<file path="src/rtl/ysyx_22050612_ifu.sv">
// Instruction fetch unit: holds the PC, issues one fetch at a time, buffers the word for decode.
// Optional feature macro: YSYX_22050612_IFU_EBREAK_STOP_EN (stop fetching after an ebreak is consumed).
module ysyx_22050612_ifu #(
    parameter logic [63:0] RESET_PC = 64'h0000_0000_8000_0000
) (
    input  logic        clk,
    input  logic        rst_n,
    output logic        req_valid,
    input  logic        req_ready,
    output logic [63:0] req_addr,
    input  logic        resp_valid,
    input  logic [31:0] resp_data,
    output logic        inst_valid,
    input  logic        inst_ready,
    output logic [31:0] inst,
    output logic [63:0] inst_pc,
    input  logic        redirect_valid,
    input  logic [63:0] redirect_pc,
    output logic        halted
);

`ifdef YSYX_22050612_IFU_EBREAK_STOP_EN
    localparam logic [31:0] EBREAK = 32'h0010_0073;

    typedef enum logic [2:0] {
        S_IDLE = 3'd0,
        S_REQ  = 3'd1,
        S_WAIT = 3'd2,
        S_HOLD = 3'd3,
        S_HALT = 3'd4
    } state_t;
`else
    typedef enum logic [2:0] {
        S_IDLE = 3'd0,
        S_REQ  = 3'd1,
        S_WAIT = 3'd2,
        S_HOLD = 3'd3
    } state_t;
`endif

    state_t      state_r;
    logic [63:0] pc_r;
    logic [31:0] ibuf_r;
    logic        drop_r;
    logic [63:0] redirect_tgt_s;

    assign redirect_tgt_s = redirect_pc & 64'hFFFF_FFFF_FFFF_FFFC;

    // Fetch state machine, PC, instruction buffer and stale-response flag.
    always_ff @(posedge clk or negedge rst_n) begin
        if (!rst_n) begin
            state_r <= S_IDLE;
            pc_r    <= RESET_PC;
            ibuf_r  <= 32'h0000_0000;
            drop_r  <= 1'b0;
        end else begin
            case (state_r)
                S_IDLE: begin
                    state_r <= S_REQ;
                end
                S_REQ: begin
                    if (redirect_valid) begin
                        pc_r <= redirect_tgt_s;
                        if (req_ready) begin
                            // The old-address request is already out; its response must be dropped.
                            drop_r  <= 1'b1;
                            state_r <= S_WAIT;
                        end else begin
                            state_r <= S_REQ;
                        end
                    end else if (req_ready) begin
                        state_r <= S_WAIT;
                    end else begin
                        state_r <= S_REQ;
                    end
                end
                S_WAIT: begin
                    if (redirect_valid) begin
                        pc_r <= redirect_tgt_s;
                        if (resp_valid) begin
                            drop_r  <= 1'b0;
                            state_r <= S_REQ;
                        end else begin
                            drop_r  <= 1'b1;
                            state_r <= S_WAIT;
                        end
                    end else if (resp_valid) begin
                        if (drop_r) begin
                            drop_r  <= 1'b0;
                            state_r <= S_REQ;
                        end else begin
                            ibuf_r  <= resp_data;
                            state_r <= S_HOLD;
                        end
                    end else begin
                        state_r <= S_WAIT;
                    end
                end
                S_HOLD: begin
                    if (redirect_valid) begin
                        pc_r    <= redirect_tgt_s;
                        state_r <= S_REQ;
                    end else if (inst_ready) begin
`ifdef YSYX_22050612_IFU_EBREAK_STOP_EN
                        if (ibuf_r == EBREAK) begin
                            state_r <= S_HALT;
                        end else begin
                            pc_r    <= pc_r + 64'd4;
                            state_r <= S_REQ;
                        end
`else
                        pc_r    <= pc_r + 64'd4;
                        state_r <= S_REQ;
`endif
                    end else begin
                        state_r <= S_HOLD;
                    end
                end
`ifdef YSYX_22050612_IFU_EBREAK_STOP_EN
                S_HALT: begin
                    state_r <= S_HALT;
                end
`endif
                default: begin
                    state_r <= S_IDLE;
                end
            endcase
        end
    end

    // Output decode from registered state; inst_valid is masked by a live redirect.
    always_comb begin
        req_valid  = 1'b0;
        inst_valid = 1'b0;
        halted     = 1'b0;
        req_addr   = pc_r;
        inst_pc    = pc_r;
        inst       = ibuf_r;
        if (state_r == S_REQ) begin
            req_valid = 1'b1;
        end else begin
            req_valid = 1'b0;
        end
        if ((state_r == S_HOLD) && !redirect_valid) begin
            inst_valid = 1'b1;
        end else begin
            inst_valid = 1'b0;
        end
`ifdef YSYX_22050612_IFU_EBREAK_STOP_EN
        if (state_r == S_HALT) begin
            halted = 1'b1;
        end else begin
            halted = 1'b0;
        end
`endif
    end

endmodule

</file>
<file path="config.mk">
export PLATFORM = sky130hd
export DESIGN_NAME = ysyx_22050612_ifu
export DESIGN_NICKNAME = d
export VERILOG_FILES = /design/src/rtl/ysyx_22050612_ifu.sv
export SDC_FILE = /design/constraint.sdc
export NUM_CORES = 1
export LEC_CHECK = 0
export BUFFER_PORTS_ARGS = -buffer_cell sky130_fd_sc_hd__buf_4
export CAP_MARGIN = 20
export CELL_PAD_IN_SITES_DETAIL_PLACEMENT = 1
export CELL_PAD_IN_SITES_GLOBAL_PLACEMENT = 1
export CORE_MARGIN = 1.5
export CORE_UTILIZATION = 32
export CTS_CLUSTER_SIZE = 28
export DETAILED_ROUTE_END_ITERATION = 10
export PLACE_DENSITY = 0.78
export SYNTH_ARGS = -nofsm -noshare
export SYNTH_HDL_FRONTEND = slang
export SYNTH_SLANG_ARGS = --single-unit
</file>
<file path="constraint.sdc">
create_clock -name clk -period 2.2 [get_ports clk]
set_input_delay 0.11 -clock clk [delete_from_list [all_inputs] [get_ports clk]]
set_output_delay 0.11 -clock clk [all_outputs]
set_load 0.03 [all_outputs]
</file>
* Yosys cells after proc, flatten, opt, wreduce, memory -nomap -nowiden
Index checks and enable logic that the tools add are counted.
** Operators by class
- $add $sub $neg :: 1
- Eq/ne operators :: 8
- Mux-type cells :: 20
- Bitwise gates (word level) :: 2
- Reduce and logical (&&, ||, !) cells :: 9
** Operators by type and width (count)
- $mux 64 :: 3
- $pmux 64 s2 :: 1
- $add 64x3->64 const B :: 1
- $pmux 3 s4 :: 1
- $mux 2 :: 5
- $reduce_and 4->1 :: 2
- $mux 1 :: 7
- $eq 3x2->1 const B :: 2
- $mux 3 :: 2
- $ne 3x3->1 const B :: 2
- $ne 2x2->1 const B :: 2
- $reduce_bool 2->1 :: 2
- $eq 3x1->1 const B :: 1
- $logic_not 3->1 :: 1
- $reduce_and 3->1 :: 1
- $ne 2x1->1 const B :: 1
- $not 1->1 :: 2
- $pmux 1 s2 :: 1
- $reduce_or 2->1 :: 1
- $logic_and 1x1->1 :: 1
- $logic_not 1->1 :: 1
** Word-level totals
- Flip-flop bits (word level) :: 100
- Bits of input ports :: 102
- Output and inout bits :: 163
- Word-level logic and storage cells :: 44

* Longest topological paths before layout
- Depth after elaboration :: 4
- Mapped depth :: 9
- Mapped depth without buffers :: 7

* Least setup slack after synthesis
OpenSTA, ideal clock, no wires.
- Path kind :: reg2reg
- Start :: register pc_r[2], in the netlist inst_pc[2]
- End :: register pc_r[54], in the netlist inst_pc[54]
- Library setup time :: 69 ps
- Arrival :: 2525 ps
- Required time :: 2131 ps
- Setup slack :: -394 ps
- Stages on the path, launching flop included :: 7
- Path buffers :: 0
- Period minus slack after synthesis :: 2594 ps
- Path through :: dfrtp_1 ha_1 nand2_1 or4_4 or4_4 or4_1 nand3_1
** Between the ends
- Word-level cells in the longest chain between the ends :: 4
** Ends and longest elaborated chain
- start, declared :: line 42 : logic [63:0] pc_r;
- start signal, assigned :: line 63 : pc_r <= redirect_tgt_s;
- start signal, assigned :: line 79 : pc_r <= redirect_tgt_s;
- start signal, assigned :: line 101 : pc_r <= redirect_tgt_s;
- $add 64x3->64 :: line 112 : pc_r <= pc_r + 64'd4;
- $mux 64 :: line 103 : end else if (inst_ready) begin
- $mux 64 :: line 100 : if (redirect_valid) begin
- $pmux 64 s2 :: line 57 : case (state_r)
Every way passes these cells. The select of a mux whose other input is x is not followed.
A chain may end at the register's enable or synchronous reset.

* Worst setup path in the final report
- Start :: register state_r[1]
- End :: register pc_r[37], in the netlist inst_pc[37]
** Between the ends
- Word-level cells in the longest chain between the ends :: 4
- Elaborated cells between the ends (all ways) :: 9
- Classes of those cells :: eq/ne: 5; mux: 1; reduce/logical: 3
** Ends and longest elaborated chain
- start, declared :: line 41 : state_t state_r;
- start signal, assigned :: line 52 : state_r <= S_IDLE;
- start signal, assigned :: line 59 : state_r <= S_REQ;
- start signal, assigned :: line 67 : state_r <= S_WAIT;
- $eq 3x1->1 / $eq 3x2->1 (equally long branches) :: line 57
- $reduce_or 2->1 (no source line)
- $ne 2x1->1 (no source line) / $reduce_bool 2->1 (equally long branches)
- $reduce_and 3->1 (no source line)
Several ways; a longest one is shown, not always the timed one.

==> impl_metrics.csv <==
group,metric,value,unit
route,vias_per_cell,5.472,
sta,drv_slew,0,
finish,nNetsFinal,1131,
grt,grt_pass1_wl,39300,µm
sta,holdWs,0.008282,ns
floorplan,die_y,142.9,µm
synthesis,synth_edf_count,0,
synthesis,ys_ff_latch,97,
sta,period_needed,2.254,ns
setup_path,crit_type,"reg2reg",
power,peakVddDrop,0.9216,mV
sta,fin_skew,0.008602,ns
synthesis,synth_warnings,0,
route,drt_iter0_drc,398,
worst_hold_path,hold_path_class,"in2reg",
finish,drive_above_1_share,0.4597,
finish,n_fill_cell,2210,
sta,fin_crit_sh,1.025,
setup_path,start_kind,"register",
clock_network,htreeDepth,3,
sta,tightest_slew,0.6891,ns
clock_network,root_buffer,"clkbuf_16",
sta,slew_headroom,0.5406,
setup_path,worst_path_max_delay_cell,"dfrtp_1",
synthesis,syn_inst,716,
grt,antenna_found_initial,0,
setup_path,crit_path_max_incr_delay,0.44,ns
floorplan,chipWidth,142.9,µm
route,routed_wl,26370,µm
grt,grt_max_degree,61,
route,wl_per_cell,20.46,µm
place,routabilityCongestion,0.8149,
power,power_density,1724,nW/µm²
floorplan,coreArea,18960,µm²
finish,antenna_cells,0,
route,drc,0,
status,status,"finished, violations left",
route,drt_first_pass_iters,5,
synthesis,postSynthAreaPerCell,8.751,µm²
place,place_ws,-0.03133,ns
clock_network,cts.sinks,97,
floorplan,io_pins,265,
status,violations,"negative setup slack",
clock_network,cts_tree,"done",
sta,setup_violations,6,
floorplan,die_area,20430,µm²
setup_path,cp_cell_sequence,"inv_2 > ha_4 > nor2b_1 > buf_4 > nor3_4 > nand2_2 > buf_4 > buf_4 > or4_1 > nand3_1",
synthesis,post_synth_num_cell_types,67,
place,io_buffers,257,
floorplan,rows,50,
power,total_power,16.72,mW
place,dp_hpwl,18110,µm
route,ant_nets,0,
setup_path,worstPathMaxFanout,4,
synthesis,ys.flop_type,"dfrtp_1",
synthesis,async_reset_ff_frac,1.000,
synthesis,synth_area,6266,µm²
setup_path,cp-end-kind,"register",
power,p_leak,4.410,nW
clock_network,clk_pin_slew,0.08,ns
sta,setup_ws,-0.05429,ns
sta,max_freq,443.6,MHz
clock_network,numCtsBuffers,9,
grt,gr-total-overflow,0,
setup_path,cpMostUsedCell,"buf_4",
sta,hold_violations,0,
clock_network,clockBufferDepth,2,
synthesis,synth_seq_area_share,0.3876,
finish,syn_to_final_growth,54.79,%
job,drv_cap,0,
sta,rsz0062_at_grt,"true",
floorplan,initial_core_util,0.3306,
grt,grt_use_total,0.2458,
grt,grt_pass1_vias,7223,
clock_network,clk_latency,0.36,ns
setup_path,cp.required,2.49,ns
setup_path,cp.arrival,2.55,ns
route,vias,7054,
cells by family (layout without fill, tap and decap cells):
family	Yosys count	after routing	synth area share
adder cells (fa/ha/maj)	5	5	0.009984
other	1	5	0.0005985
AND/OR/NAND/NOR	306	306	0.2592
AO/OA/AOI/OAI	155	155	0.1647
flip-flops	97	97	0.3876
buffers and inverters	117	426	0.1156
multiplexers	35	35	0.06230
cell usage after synthesis, types with 3 or more instances:
master | n | area, µm²
a311oi_1 | 5 | 43.79
buf_4 | 67 | 503.0
a31oi_1 | 7 | 43.79
ha_1 | 5 | 62.56
a41o_1 | 3 | 30.03
o211a_1 | 3 | 30.03
nor3_1 | 31 | 155.2
o2bb2ai_1 | 3 | 26.28
o32ai_1 | 3 | 26.28
o21ai_0 | 25 | 125.1
nand2b_1 | 5 | 31.28
nor2_1 | 47 | 176.4
a211oi_1 | 7 | 52.55
clkbuf_1 | 26 | 97.59
o22a_1 | 4 | 35.03
buf_1 | 10 | 37.54
o22ai_1 | 12 | 75.07
dfrtp_1 | 96 | 2402
or4_1 | 9 | 67.56
or2_2 | 3 | 18.77
nor4_1 | 9 | 56.30
a2bb2oi_1 | 9 | 78.83
o21a_1 | 4 | 30.03
a21oi_1 | 43 | 215.2
inv_1 | 7 | 26.28
nand3_1 | 48 | 240.2
nand2_1 | 67 | 251.5
and3_1 | 17 | 106.4
nand4_1 | 30 | 187.7
clkbuf_8 | 3 | 41.29
o211ai_1 | 7 | 52.55
mux2i_1 | 3 | 30.03
a22oi_1 | 6 | 45.04
and4_1 | 5 | 43.79
and2_1 | 5 | 31.28
mux2_2 | 32 | 360.4
or3_1 | 9 | 56.30
o311ai_0 | 3 | 26.28
metal layers:
metal	GRT usage	part of all wire	vias to the layer above
li1	-	-	3216
met1	0.3160	0.42	3562
met2	0.4287	0.51	241
met3	0.02918	0.048	35
met4	0.07759	0.019	0
met5	0	0	-
worst max-delay path, delay by kind of cell, from the launching register on:
| kind | cells | cell delay, ns |
|---|---|---|
| buffers and inverters | 4 | 0.56 |
| adders and majority gates | 1 | 0.20 |
| and+or+nand+nor | 5 | 0.98 |
| DFF | 1 | 0.44 |
worst paths after layout:
check                               from     endpoint  slack (ns)  cells after the start
min reg2reg                     inst[30]     inst[30]        0.51                      1
max                           state_r[1]  inst_pc[37]       -0.05                     10
max reg2reg                   state_r[1]  inst_pc[37]       -0.05                     10
min                        resp_data[28]     inst[28]       0.008                      2
max in group asynchronous          rst_n  inst_pc[31]        1.16                      3
min in group asynchronous          rst_n     inst[11]        0.33                      2
what timing repair did:
| action | CTS | global route |
|---|---|---|
| hold buffers | 39 | 0 |
| endpoints found under the setup margin | 7 | 34 |
| pin swaps | 0 | 11 |
| setup buffers | 1 | 11 |
| gates cloned | 1 | 5 |
| endpoints found under the hold margin | 85 | 0 |
| gates resized for setup | 2 | 34 |
power breakdown:
group,switching [mW],internal [mW]
clock network,0.827,0.907
registers,0.927,2.68
logic,6.79,4.59
placed cells by master, fill, tap and decap left out, types with 6 or more instances in the layout:
cell	synthesis	layout
dlygate4sd3_1	0	39
o21ai_0	25	25
and2_1	5	6
dfrtp_1	96	82
a31oi_1	7	7
a211oi_1	7	7
or3_1	9	8
and3_1	17	17
buf_4	67	347
mux2_2	32	32
o211ai_1	7	7
o22ai_1	12	12
nor3_1	31	26
nand2_1	67	65
nand3_1	48	46
nand4_1	30	30
dfrtp_2	0	14
a21oi_1	43	42
clkbuf_16	0	12
nor2_1	47	47
or4_4	2	7
a2bb2oi_1	9	8
flip-flops by register name, summed over array words and instances (netlist names):
signal   flops
inst        32
inst_pc     62
state_r      2
drop_r       1
final cells by class:
cell class,instances,area [µm²],area share
flip-flops and latches,97,2446,0.2522
multi-input cells,506,3302,0.3404
clock buffers,9,225.2,0.02322
inverters,8,30.03,0.003096
clock inverters,7,83.83,0.008643
repair buffers,402,3287,0.3389
well taps,260,325.3,0.03354
through the flow:
step	setup TNS [ns]	utilization	area, µm²	std cells
after floorplan	-0.3913	-	6350	720
final	-0.1602	0.5117	9699	1289
after detailed placement	-0.03133	0.4558	8640	1216
after global routing	-0.7589	0.5117	9699	1289
after CTS	-0.008841	0.4952	9387	1273
after global placement	0	0.4558	8640	1216
(Power assumes the default switching activity.)
